--- config.mk ---
export PLATFORM = sky130hd
export DESIGN_NAME = ahb_slave_if_param
export DESIGN_NICKNAME = d
export VERILOG_FILES = /design/src/rtl/ahb_bridge_pkg.sv /design/src/rtl/ahb_addr_decode.sv /design/src/rtl/ahb_slave_if_param.sv
export SDC_FILE = /design/constraint.sdc
export NUM_CORES = 1
export LEC_CHECK = 0
export ABC_AREA = 1
export BUFFER_PORTS_ARGS = -buffer_cell sky130_fd_sc_hd__buf_2
export CAP_MARGIN = 20
export CORE_ASPECT_RATIO = 2
export CORE_MARGIN = 5
export CORE_UTILIZATION = 45
export DETAILED_ROUTE_END_ITERATION = 10
export GPL_TIMING_DRIVEN = 1
export PLACE_DENSITY = 0.86
export SLEW_MARGIN = 20
export SYNTH_ARGS = -nofsm -noshare
export SYNTH_HDL_FRONTEND = slang
export SYNTH_HIERARCHICAL = 1
export SYNTH_SLANG_ARGS = --single-unit
export TNS_END_PERCENT = 20
--- constraint.sdc ---
create_clock -name hclk -period 1 [get_ports hclk]
set_input_delay 0.1 -clock hclk [delete_from_list [all_inputs] [get_ports hclk]]
set_output_delay 0.1 -clock hclk [all_outputs]
set_load 0.005 [all_outputs]
--- src/rtl/ahb_bridge_pkg.sv ---
// Shared AHB encodings and error-response FSM states for the AHB-to-APB bridge.
// Consumed by ahb_slave_if_param and the bridge FSM.
package ahb_bridge_pkg;

   localparam logic [1:0] HTRANS_IDLE   = 2'b00;
   localparam logic [1:0] HTRANS_BUSY   = 2'b01;
   localparam logic [1:0] HTRANS_NONSEQ = 2'b10;
   localparam logic [1:0] HTRANS_SEQ    = 2'b11;

   localparam logic [1:0] HRESP_OKAY  = 2'b00;
   localparam logic [1:0] HRESP_ERROR = 2'b01;

   typedef enum logic [1:0] {
      ERR_IDLE = 2'b00,
      ERR_ERR1 = 2'b01,
      ERR_ERR2 = 2'b10
   } err_state_e;

   // Only NONSEQ and SEQ carry a real transfer; IDLE and BUSY never do.
   function automatic logic is_active_trans(input logic [1:0] htrans);
      return (htrans == HTRANS_NONSEQ) || (htrans == HTRANS_SEQ);
   endfunction

endpackage

--- src/rtl/ahb_addr_decode.sv ---
// Combinational decoder of NUM_SLV equal, contiguous APB regions starting at BASE_ADDR.
// Produces a one-hot region select (all-zero when unmapped) and its OR-reduction.
module ahb_addr_decode #(
   parameter int unsigned     AW          = 32,
   parameter int unsigned     NUM_SLV     = 3,
   parameter logic [AW-1:0]   BASE_ADDR   = 32'h8000_0000,
   parameter logic [AW-1:0]   REGION_SIZE = 32'h0400_0000
) (
   input  logic [AW-1:0]      haddr,
   output logic [NUM_SLV-1:0] temp_selx,
   output logic               in_map
);

   // Four guard bits hold base + 8 regions without wrapping past 2^AW.
   localparam int unsigned   EW       = AW + 4;
   localparam logic [EW-1:0] EXT_BASE = {4'b0000, BASE_ADDR};
   localparam logic [EW-1:0] EXT_SIZE = {4'b0000, REGION_SIZE};
   localparam logic [EW-1:0] SPAN     = {4'b0001, {AW{1'b0}}};

   logic [EW-1:0] ext_addr;
   assign ext_addr = {4'b0000, haddr};

   genvar gi;
   generate
      for (gi = 0; gi < NUM_SLV; gi = gi + 1) begin : g_region
         localparam logic [EW-1:0] LO     = EXT_BASE + EXT_SIZE * EW'(gi);
         localparam logic [EW-1:0] HI_RAW = LO + EXT_SIZE;
         localparam logic [EW-1:0] HI     = (HI_RAW > SPAN) ? SPAN : HI_RAW;

         assign temp_selx[gi] = (ext_addr >= LO) && (ext_addr < HI);
      end
   endgenerate

   assign in_map = |temp_selx;

endmodule

--- src/rtl/ahb_slave_if_param.sv ---
// Parametrised AHB slave front-end: region decode, HREADY-gated address/data pipeline,
// optional two-cycle ERROR response for unmapped accesses (macro AHB_SLV_ERR_RESP_EN).
module ahb_slave_if_param
   import ahb_bridge_pkg::*;
#(
   parameter int unsigned   AW          = 32,
   parameter int unsigned   DW          = 32,
   parameter int unsigned   NUM_SLV     = 3,
   parameter logic [AW-1:0] BASE_ADDR   = 32'h8000_0000,
   parameter logic [AW-1:0] REGION_SIZE = 32'h0400_0000
) (
   input  logic               hclk,
   input  logic               hreset,
   input  logic               hwrite,
   input  logic               hready_in,
   input  logic [1:0]         htrans,
   input  logic [AW-1:0]      haddr,
   input  logic [DW-1:0]      hwdata,
   input  logic [DW-1:0]      pr_data,
   input  logic               bridge_ready,
   output logic               valid,
   output logic [NUM_SLV-1:0] temp_selx,
   output logic [NUM_SLV-1:0] sel_q,
   output logic [AW-1:0]      haddr1,
   output logic [AW-1:0]      haddr2,
   output logic [DW-1:0]      hwdata1,
   output logic [DW-1:0]      hwdata2,
   output logic               hwrite_reg,
   output logic               hwrite_reg1,
   output logic               hready_out,
   output logic [1:0]         hresp,
   output logic [DW-1:0]      hr_data
);

   logic in_map;
   logic xfer_sampled;
   logic slot_free;

   ahb_addr_decode #(
      .AW          (AW),
      .NUM_SLV     (NUM_SLV),
      .BASE_ADDR   (BASE_ADDR),
      .REGION_SIZE (REGION_SIZE)
   ) u_decode (
      .haddr     (haddr),
      .temp_selx (temp_selx),
      .in_map    (in_map)
   );

   assign xfer_sampled = hready_in && is_active_trans(htrans);
   assign valid        = xfer_sampled && in_map && slot_free;
   assign hr_data      = pr_data;

   // Address phase -> stage 1 -> stage 2; write data trails the address by one phase.
   always_ff @(posedge hclk) begin
      if (hreset) begin
         haddr1      <= '0;
         haddr2      <= '0;
         hwdata1     <= '0;
         hwdata2     <= '0;
         hwrite_reg  <= 1'b0;
         hwrite_reg1 <= 1'b0;
         sel_q       <= '0;
      end else if (hready_in) begin
         haddr1      <= haddr;
         haddr2      <= haddr1;
         hwdata1     <= hwdata;
         hwdata2     <= hwdata1;
         hwrite_reg  <= hwrite;
         hwrite_reg1 <= hwrite_reg;
         sel_q       <= temp_selx;
      end
   end

`ifdef AHB_SLV_ERR_RESP_EN
   err_state_e state_reg;
   err_state_e state_next;

   always_ff @(posedge hclk) begin
      if (hreset) begin
         state_reg <= ERR_IDLE;
      end else begin
         state_reg <= state_next;
      end
   end

   always_comb begin
      state_next = state_reg;
      hresp      = HRESP_OKAY;
      hready_out = bridge_ready;
      case (state_reg)
         ERR_IDLE: begin
            if (xfer_sampled && !in_map) begin
               state_next = ERR_ERR1;
            end
         end
         ERR_ERR1: begin
            hresp      = HRESP_ERROR;
            hready_out = 1'b0;
            state_next = ERR_ERR2;
         end
         ERR_ERR2: begin
            hresp      = HRESP_ERROR;
            hready_out = 1'b1;
            state_next = (xfer_sampled && !in_map) ? ERR_ERR1 : ERR_IDLE;
         end
         default: begin
            state_next = ERR_IDLE;
         end
      endcase
      // The bus must see an idle OKAY slave for as long as reset is held.
      if (hreset) begin
         hresp      = HRESP_OKAY;
         hready_out = 1'b1;
      end
   end

   assign slot_free = (state_reg == ERR_IDLE);
`else
   assign hresp      = HRESP_OKAY;
   assign hready_out = hreset ? 1'b1 : bridge_ready;
   assign slot_free  = 1'b1;
`endif

endmodule
---- After elaboration in Yosys (flattened, before gate mapping) ----
Cells that the tools add are included.
cells by class
  reduce and logical (&&, ||, !) cells .... 7
  magnitude comparators ................... 6
  multiplexer cells ....................... 1
  equality and inequality tests ........... 2
operators with widths
  kind                                                        count
  greater-or-equal comparator 32 bit (second input constant)  3
  less-than comparator 32 bit (second input constant)         3
  logical AND 1 bit                                           5
  equality test 2 bit (second input constant)                 2
  OR reduction 3 bit                                          1
  logical OR 1 bit                                            1
  two-way mux 1 bit                                           1
word-level totals
  output and inout bits ................... 172
  word-level logic and storage cells ...... 23
  register bits after elaboration ......... 133
  input bits .............................. 103

---- Longest topological paths before layout ----
Gate-level depths: netlist of the first run.
  depth after elaboration ................. 4
  depth in mapped cells ................... 8
  mapped depth without buffers ............ 8

---- Hierarchy ----
The synthesis of the first run kept the hierarchy.
modules (own cells, without submodules)
  module              times used  area an instance (µm²)  cells an instance
  ahb_slave_if_param  1           5,803.1                 880
  ahb_addr_decode     1           63.8                    15

---- Worst setup path before layout of the first run ----
OpenSTA, ideal clock, no wires.
  path type ............................... input -> register
  start ................................... in hready_in
  end ..................................... reg hwdata1[10]
  arrival ................................. 0.638 ns
  stages .................................. 5
  required time ........................... 0.887 ns
  slack ................................... 0.250 ns
  setup time .............................. 0.113 ns
  path through ............................ buf_6 > buf_6 > buf_4 > nor2_1 > nor2_1
RTL lines
  item                    RTL line                  RTL
  start: declaration      ahb_slave_if_param.sv:15  input logic hready_in,
  end signal: assignment  ahb_slave_if_param.sv:67  hwdata1 <= hwdata;
  end: declaration        ahb_slave_if_param.sv:26  output logic [DW-1:0] hwdata1,

---- Worst setup path in the final report of the first run ----
  start ................................... reg hwdata1[22]
  end ..................................... out hwdata1[22]
No word-level cell between the ends.

==> results.py, run 1 <==
metrics = {
    "power": {
        "p_leak_nw": 4.67,
        "vdd_ir_max_uv": 1540,
        "sw_ratio_pct": 24.3,
        "pwr-share-comb_pct": 13.7,
        "switchingPower_mw": 3.60,
        "seq_power_share_pct": 40.3,
        "power.internal_mw": 11.2,
        "share_clk_of_total_power_pct": 46.0,
        "power_per_cell_area_nw_per_um2": 1790,
    },
    "run": {
        "max-cap-violations": 0,
    },
    "cts": {
        "tritoncts_num_sinks": 133,
        "ctsRootBufferMaster": "sky130_fd_sc_hd__clkbuf_16",
        "cts_tree": "yes",
        "numCtsBuffers": 17,
        "cts_htree_levels": 4,
        "clkSlewWorstSetupHoldPaths_ns": 0.06,
        "clock_path_buffers": 2,
        "clkLatencyLatePin_ns": 0.40,
    },
    "logic_synthesis": {
        "synthDistinctLibCells": 15,
        "synth_warnings": 6,
        "synth-async-reset-ratio_pct": 0,
        "syn_area_per_cell_um2": 6.56,
        "yosys-top-cells-count": "270 x sky130_fd_sc_hd__nand2_1, 270 x sky130_fd_sc_hd__nor2_1, 137 x sky130_fd_sc_hd__inv_1, 133 x sky130_fd_sc_hd__dfxtp_1, 39 x sky130_fd_sc_hd__buf_4",
        "area_share_of_the_leading_cell_type_in_the_synthesized_netlist_pct": 45.4,
        "synth_sequential_area_ratio_pct": 45.4,
        "postSynthRegisterBits": 133,
        "synth_enable_flop_cells": 0,
        "synth_top_cell_by_area": "sky130_fd_sc_hd__dfxtp_1",
        "synthesis.instances": 895,
        "syn_area_um2": 5870,
        "ys_dominant_reg_cell": "sky130_fd_sc_hd__dfxtp_1",
        "netlist_top_cells_area": "sky130_fd_sc_hd__dfxtp_1 45%, sky130_fd_sc_hd__nand2_1 17%, sky130_fd_sc_hd__nor2_1 17%",
    },
    "placed_design": {
        "placedCellCount": 1195,
        "gp_congestion": 0.831,
        "place.port_buffers": 207,
        "hpwlAfterDp_um": 10900,
    },
    "routing": {
        "wl_per_cell_um": 13.7,
        "drtPass1Iterations": 5,
        "number_of_vias_after_detailed_routing": 5839,
        "route.antenna.remaining_nets": 0,
        "detailed_route_iter0_violations": 228,
        "sum_of_routed_wire_length_over_all_layers_um": 17700,
        "post_drt_via_cell_ratio": 4.54,
        "drc_errors": 0,
    },
    "sta": {
        "final_min_period_over_clock_period_pct": 98.5,
        "clock_skew_ns": 0.00850,
        "hold_viol": 0,
        "achievable-frequency_ghz": 1.02,
        "setup_viol": 0,
        "grt_setup_unrepaired": "yes",
        "slew_viol_final": 0,
        "final_critical_period_ns": 0.985,
        "tns_ns": 0,
    },
    "setup_path": {
        "worst-r2r-cell-count": 5,
        "setup.reg_to_reg.worst_slack_ns": 0.17,
        "cp_top_family": "flip-flops",
        "critPathSlowestCell": "sky130_fd_sc_hd__dfxtp_1",
        "critical_path_depth": 1,
        "worst_setup_path_end_kind": "output pin",
        "worst_r2r_endpoint": "haddr2[5]",
        "timing.critical_path.arrival_ns": 0.88,
        "crit_chain": "buf_2",
        "timing.critical_path.slowest_cell_delay_ns": 0.35,
        "worst_path_bufs_invs": 1,
        "worst_r2r_startpoint": "haddr1[5]",
        "crit_path_kind": "reg -> out",
        "type_of_origin_of_the_critical_path": "flop",
        "crit_fanout": 3,
        "critPathRequiredTime_ns": 0.90,
    },
    "floorplanning": {
        "fp-row-count": 59,
        "die_w_um": 90.7,
        "die_h_um": 171,
        "floorplan.core_area_um2": 12900,
        "floorplan.initialDensity_pct": 45.4,
        "io_pins": 275,
        "design.die.area_um2": 15600,
    },
    "outcome": {
        "run_status": "completed",
    },
    "global_routing": {
        "grt_pass1_wl_um": 26800,
        "grtUsageTotal_pct": 21.4,
        "grt_antenna_before_repair": 2,
        "grt-ovfl-total": 0,
        "pin_count_of_the_biggest_net_entering_global_routing": 42,
        "number_of_global_route_vias_before_repair": 5581,
    },
    "min_path": {
        "worstHoldEndpoint": "hwdata1[14]",
        "hold_path_startpoint": "hwdata[14]",
        "hold_path_class": "in -> reg",
        "worstHoldPathCells": 5,
    },
    "cells_and_area": {
        "flow.area_growth_from_synthesis_pct": 41.4,
        "final_core_utilization_pct": 64.2,
        "drive_gt1_share_pct": 32.4,
        "final.fill_count": 973,
        "stdcell_count": 1287,
        "nets": 1225,
    },
}
cell usage in the layout (no fill, tap or decap):
cell                              n
sky130_fd_sc_hd__inv_6            1
sky130_fd_sc_hd__or2_2            1
sky130_fd_sc_hd__and3_1           1
sky130_fd_sc_hd__dfxtp_2        104
sky130_fd_sc_hd__nand2_1        270
sky130_fd_sc_hd__buf_4           12
sky130_fd_sc_hd__diode_2          1
sky130_fd_sc_hd__nor2_2           2
sky130_fd_sc_hd__buf_6           32
sky130_fd_sc_hd__clkinv_2         2
sky130_fd_sc_hd__buf_2          175
sky130_fd_sc_hd__nand2_2          1
sky130_fd_sc_hd__bufinv_16        5
sky130_fd_sc_hd__clkbuf_16       17
sky130_fd_sc_hd__buf_12           9
sky130_fd_sc_hd__clkinv_4         3
sky130_fd_sc_hd__conb_1           2
sky130_fd_sc_hd__clkinvlp_4       1
sky130_fd_sc_hd__inv_1          137
sky130_fd_sc_hd__clkbuf_8         1
sky130_fd_sc_hd__dlygate4sd3_1   57
sky130_fd_sc_hd__clkbuf_1         1
sky130_fd_sc_hd__nor2_1         270
sky130_fd_sc_hd__inv_4            1
sky130_fd_sc_hd__dfxtp_1         29
power groups by stage:
stage	registers (mW)	clock network (mW)	logic [mW]
final	5.97	6.81	2.04
after CTS	5.90	6.94	1.88
after global placement	5.97	0	1.64
after global routing	6.01	7.21	2.29
after detailed placement	5.99	0	1.69
after floorplan	6.02	0	1.07
cells by family after synthesis:
group                  count (synthesis)  synth area share (%)
and+or+nand+nor                      545                  35.1
buffers and inverters                216                  19.5
DFF                                  133                  45.4
other                                  1                0.0639
area by class of cell:
type,instances,area [µm²],share of cell area [%]
inverters,138,520,6.28
well taps,152,190,2.29
flip-flops and latches,133,2790,33.7
multi-input cells,547,2070,24.9
clock buffers,19,443,5.34
repair buffers,285,2080,25.0
diodes,1,2.50,0.0302
clock inverters,12,203,2.44
worst max path at each step:
stage | slack (ns) | to | from
finish | 0.02 | hwdata1[22] | hwdata1[22]
floorplan | 0.25 | hwdata1[10] | hready_in
CTS | 0.00005 | hwdata2[8] | hwdata2[8]
global placement | 0.06 | valid | haddr[28]
global route | -0.03 | hwdata1[22] | hwdata1[22]
detailed placement | 0.07 | valid | haddr[28]
per-stage QoR:
step                      hold slack (ns)  worst slack, ns  instance area [µm²]  power [mW]
after global placement              0.200           0.0617                 6730        7.62
final                              0.0165           0.0152                 8290        14.8
after detailed placement            0.200           0.0688                 6730        7.68
after global routing               0.0150          -0.0310                 8290        15.5
after CTS                         0.00201        0.0000482                 7990        14.7
after floorplan                     0.281            0.250                 5870        7.09
metal layers:
metal  part of all wire (%)  wire (µm)  global-route usage, %  vias to the layer above
met5                  0.074         13                      0                        -
met3                    6.4       1130                   5.95                      121
met1                     33       5900                   20.2                     2540
met2                     51       9000                   36.7                      234
li1                       -          -                      -                     2942
met4                    9.1       1610                   20.4                        2
timing repair:
| item | 4_1_cts | 5_1_grt |
|---|---|---|
| hold buffers | 57 | 0 |
| hold endpoints to repair | 57 | 0 |
| gates resized for setup | 38 | 97 |
| setup buffers | 0 | 3 |
| endpoints found under the setup margin | 38 | 96 |
Note: power is estimated with default switching activity, not from simulation.
==> run 2, diff against run 1 <==
- BUFFER_PORTS_ARGS: -buffer_cell sky130_fd_sc_hd__buf_2 -> unset
- DONT_BUFFER_PORTS: unset -> 1
- GPL_TIMING_DRIVEN: 1 -> unset
- PLACE_DENSITY: 0.86 -> 0.68
==> run 2 against run 1 <==
- the flow now finishes with violations (negative hold slack)
- worst hold slack worse by 0.17 ns
- sequential power up 0.8%
- first-iteration DRC count down 14%
- combinational power down 53%
- die area unchanged
- sequential cell count unchanged
- utilization down 14 points
- clock skew down 0.0026 ns
- critical path type unchanged
- critical endpoint is now haddr1[31]
==> results.py, run 2 (synthesis results as in run 1) <==
metrics = {
    "outcome": {
        "run_status": "finished with violations",
        "violations": "negative hold slack",
    },
    "cells_and_area": {
        "nets": 981,
        "layout_common_cells": "270 x sky130_fd_sc_hd__nor2_1, 270 x sky130_fd_sc_hd__nand2_1, 137 x sky130_fd_sc_hd__inv_1",
        "antenna-diode-count": 0,
        "finalInstanceArea_um2": 6490,
        "flow.area_growth_from_synthesis_pct": 10.7,
        "drive_gt1_share_pct": 4.72,
    },
    "routing": {
        "drc_errors": 0,
        "detailed_route_iter0_violations": 195,
        "route.antenna.remaining_nets": 0,
        "number_of_vias_after_detailed_routing": 4530,
        "post_drt_via_cell_ratio": 4.35,
        "sum_of_routed_wire_length_over_all_layers_um": 12800,
        "drtPass1Iterations": 4,
        "wl_per_cell_um": 12.3,
    },
    "floorplanning": {
        "floorplan.initialDensity_pct": 45.4,
        "fp-row-count": 59,
        "floorplan.core_area_um2": 12900,
        "design.die.area_um2": 15600,
        "io_pins": 275,
        "die_h_um": 171,
        "die_w_um": 90.7,
    },
    "setup_path": {
        "setup.reg_to_reg.worst_slack_ns": 0.26,
        "critical_path_depth": 0,
        "crit_path_kind": "reg -> out",
        "timing.critical_path.arrival_ns": 0.83,
        "worst_r2r_startpoint": "haddr1[31]",
        "worst_r2r_endpoint": "haddr2[31]",
        "crit_fanout": 3,
        "first_element_of_the_critical_path": "haddr1[31]",
        "capture_point_of_the_worst_path": "haddr1[31]",
        "type_of_origin_of_the_critical_path": "flop",
        "critPathRequiredTime_ns": 0.90,
        "worst-r2r-cell-count": 4,
        "worst_setup_path_end_kind": "output pin",
    },
    "cts": {
        "clock_path_buffers": 2,
        "clkLatencyLatePin_ns": 0.40,
        "cts_htree_levels": 4,
        "ctsRootBufferMaster": "sky130_fd_sc_hd__clkbuf_16",
        "cts_tree": "yes",
        "tritoncts_num_sinks": 133,
        "cts_resized": 0,
        "clkSlewWorstSetupHoldPaths_ns": 0.05,
        "numCtsBuffers": 17,
    },
    "power": {
        "vdd_ir_max_uv": 1420,
        "power_per_cell_area_nw_per_um2": 2110,
        "p_leak_nw": 3.43,
    },
    "sta": {
        "fin_ws_ns": 0.0723,
        "clock_skew_ns": 0.00585,
        "setup_viol": 0,
        "achievable-frequency_ghz": 1.08,
        "grt_setup_unrepaired": "no",
        "hold_slack_ns": -0.157,
        "tns_ns": 0,
        "slew_viol_final": 0,
        "final_min_period_over_clock_period_pct": 92.8,
        "hold_viol": 69,
        "final_critical_period_ns": 0.928,
    },
    "placed_design": {
        "hpwlAfterDp_um": 8490,
        "pre_cts_ws_ns": 0.149,
        "place_area_um2": 5520,
        "gp_congestion": 0.778,
        "place.port_buffers": 0,
    },
    "min_path": {
        "hold_path_class": "in -> reg",
    },
    "global_routing": {
        "pin_count_of_the_biggest_net_entering_global_routing": 268,
        "number_of_global_route_vias_before_repair": 4016,
        "grt-ovfl-total": 0,
        "grt_antenna_before_repair": 0,
        "grt_pass1_wl_um": 20200,
        "grtUsageTotal_pct": 16.0,
    },
    "run": {
        "max-cap-violations": 0,
    },
}
-- run 2: changes by cell type in the layout (fill, tap and decap cells not counted), sizes merged --
cell,delta
dlygate4sd3,-24
clkinvlp,+1
buf,-220
inv,-1
diode,-1
-- run 2: cell type report --
cell class	instances	area [µm²]
clock buffer	19	433
clock inverter	12	205
fill	1306	6430
inverter	138	520
multi-input combinational	547	2070
sequential	133	2660
tap	152	190
timing repair buffer	41	415
-- run 2: worst register-to-register path, cell delays in order (launching register included) --
cell and delay, ns:
sky130_fd_sc_hd__dfxtp_1 0.43, sky130_fd_sc_hd__inv_1 0.06, sky130_fd_sc_hd__nand2_1 0.05, sky130_fd_sc_hd__nand2_1 0.06, sky130_fd_sc_hd__nor2_1 0.07
-- run 2: worst min-delay path by stage --
| stage | from | end | slack, ns | cells past startpoint |
|---|---|---|---|---|
| final | hready_in | hwdata2[12] | -0.16 | 2 |
| after global routing | hready_in | hwdata2[23] | -0.16 | 2 |
| after CTS | hready_in | hwdata2[13] | -0.16 | 2 |
| after detailed placement | pr_data[25] | hr_data[25] | 0.20 | 0 |
| after global placement | pr_data[25] | hr_data[25] | 0.20 | 0 |
| after floorplan | pr_data[0] | hr_data[0] | 0.28 | 1 |
-- run 2: layer usage --
layer	vias to the layer above	track usage (%)	wire length, µm
met1	1870	16.9	4690
met2	147	26.4	6350
met5	-	0	0
li1	2456	-	-
met3	57	6.04	1080
met4	0	10.3	682
-- run 2: repair_timing --
item | in CTS | in global routing
hold endpoints to repair | 133 | 133
buffers inserted | 0 | 0
hold buffers | 11 | 22
-- run 2: stage by stage --
| stage | util (%) | instances | power [mW] |
|---|---|---|---|
| after global placement | 42.8 | 978 | 6.98 |
| after global routing | 50.3 | 1042 | 14.4 |
| after detailed placement | 42.8 | 978 | 7.01 |
| after CTS | 48.6 | 1020 | 13.9 |
| final | 50.3 | 1042 | 13.7 |
| after floorplan | - | 896 | 7.09 |
-- run 2: power by group --
part           internal, mW  leakage [nW]  switching, mW
Sequential             5.67          1.10          0.352
Combinational         0.455          2.02          0.498
Clock                  4.42         0.303           2.32
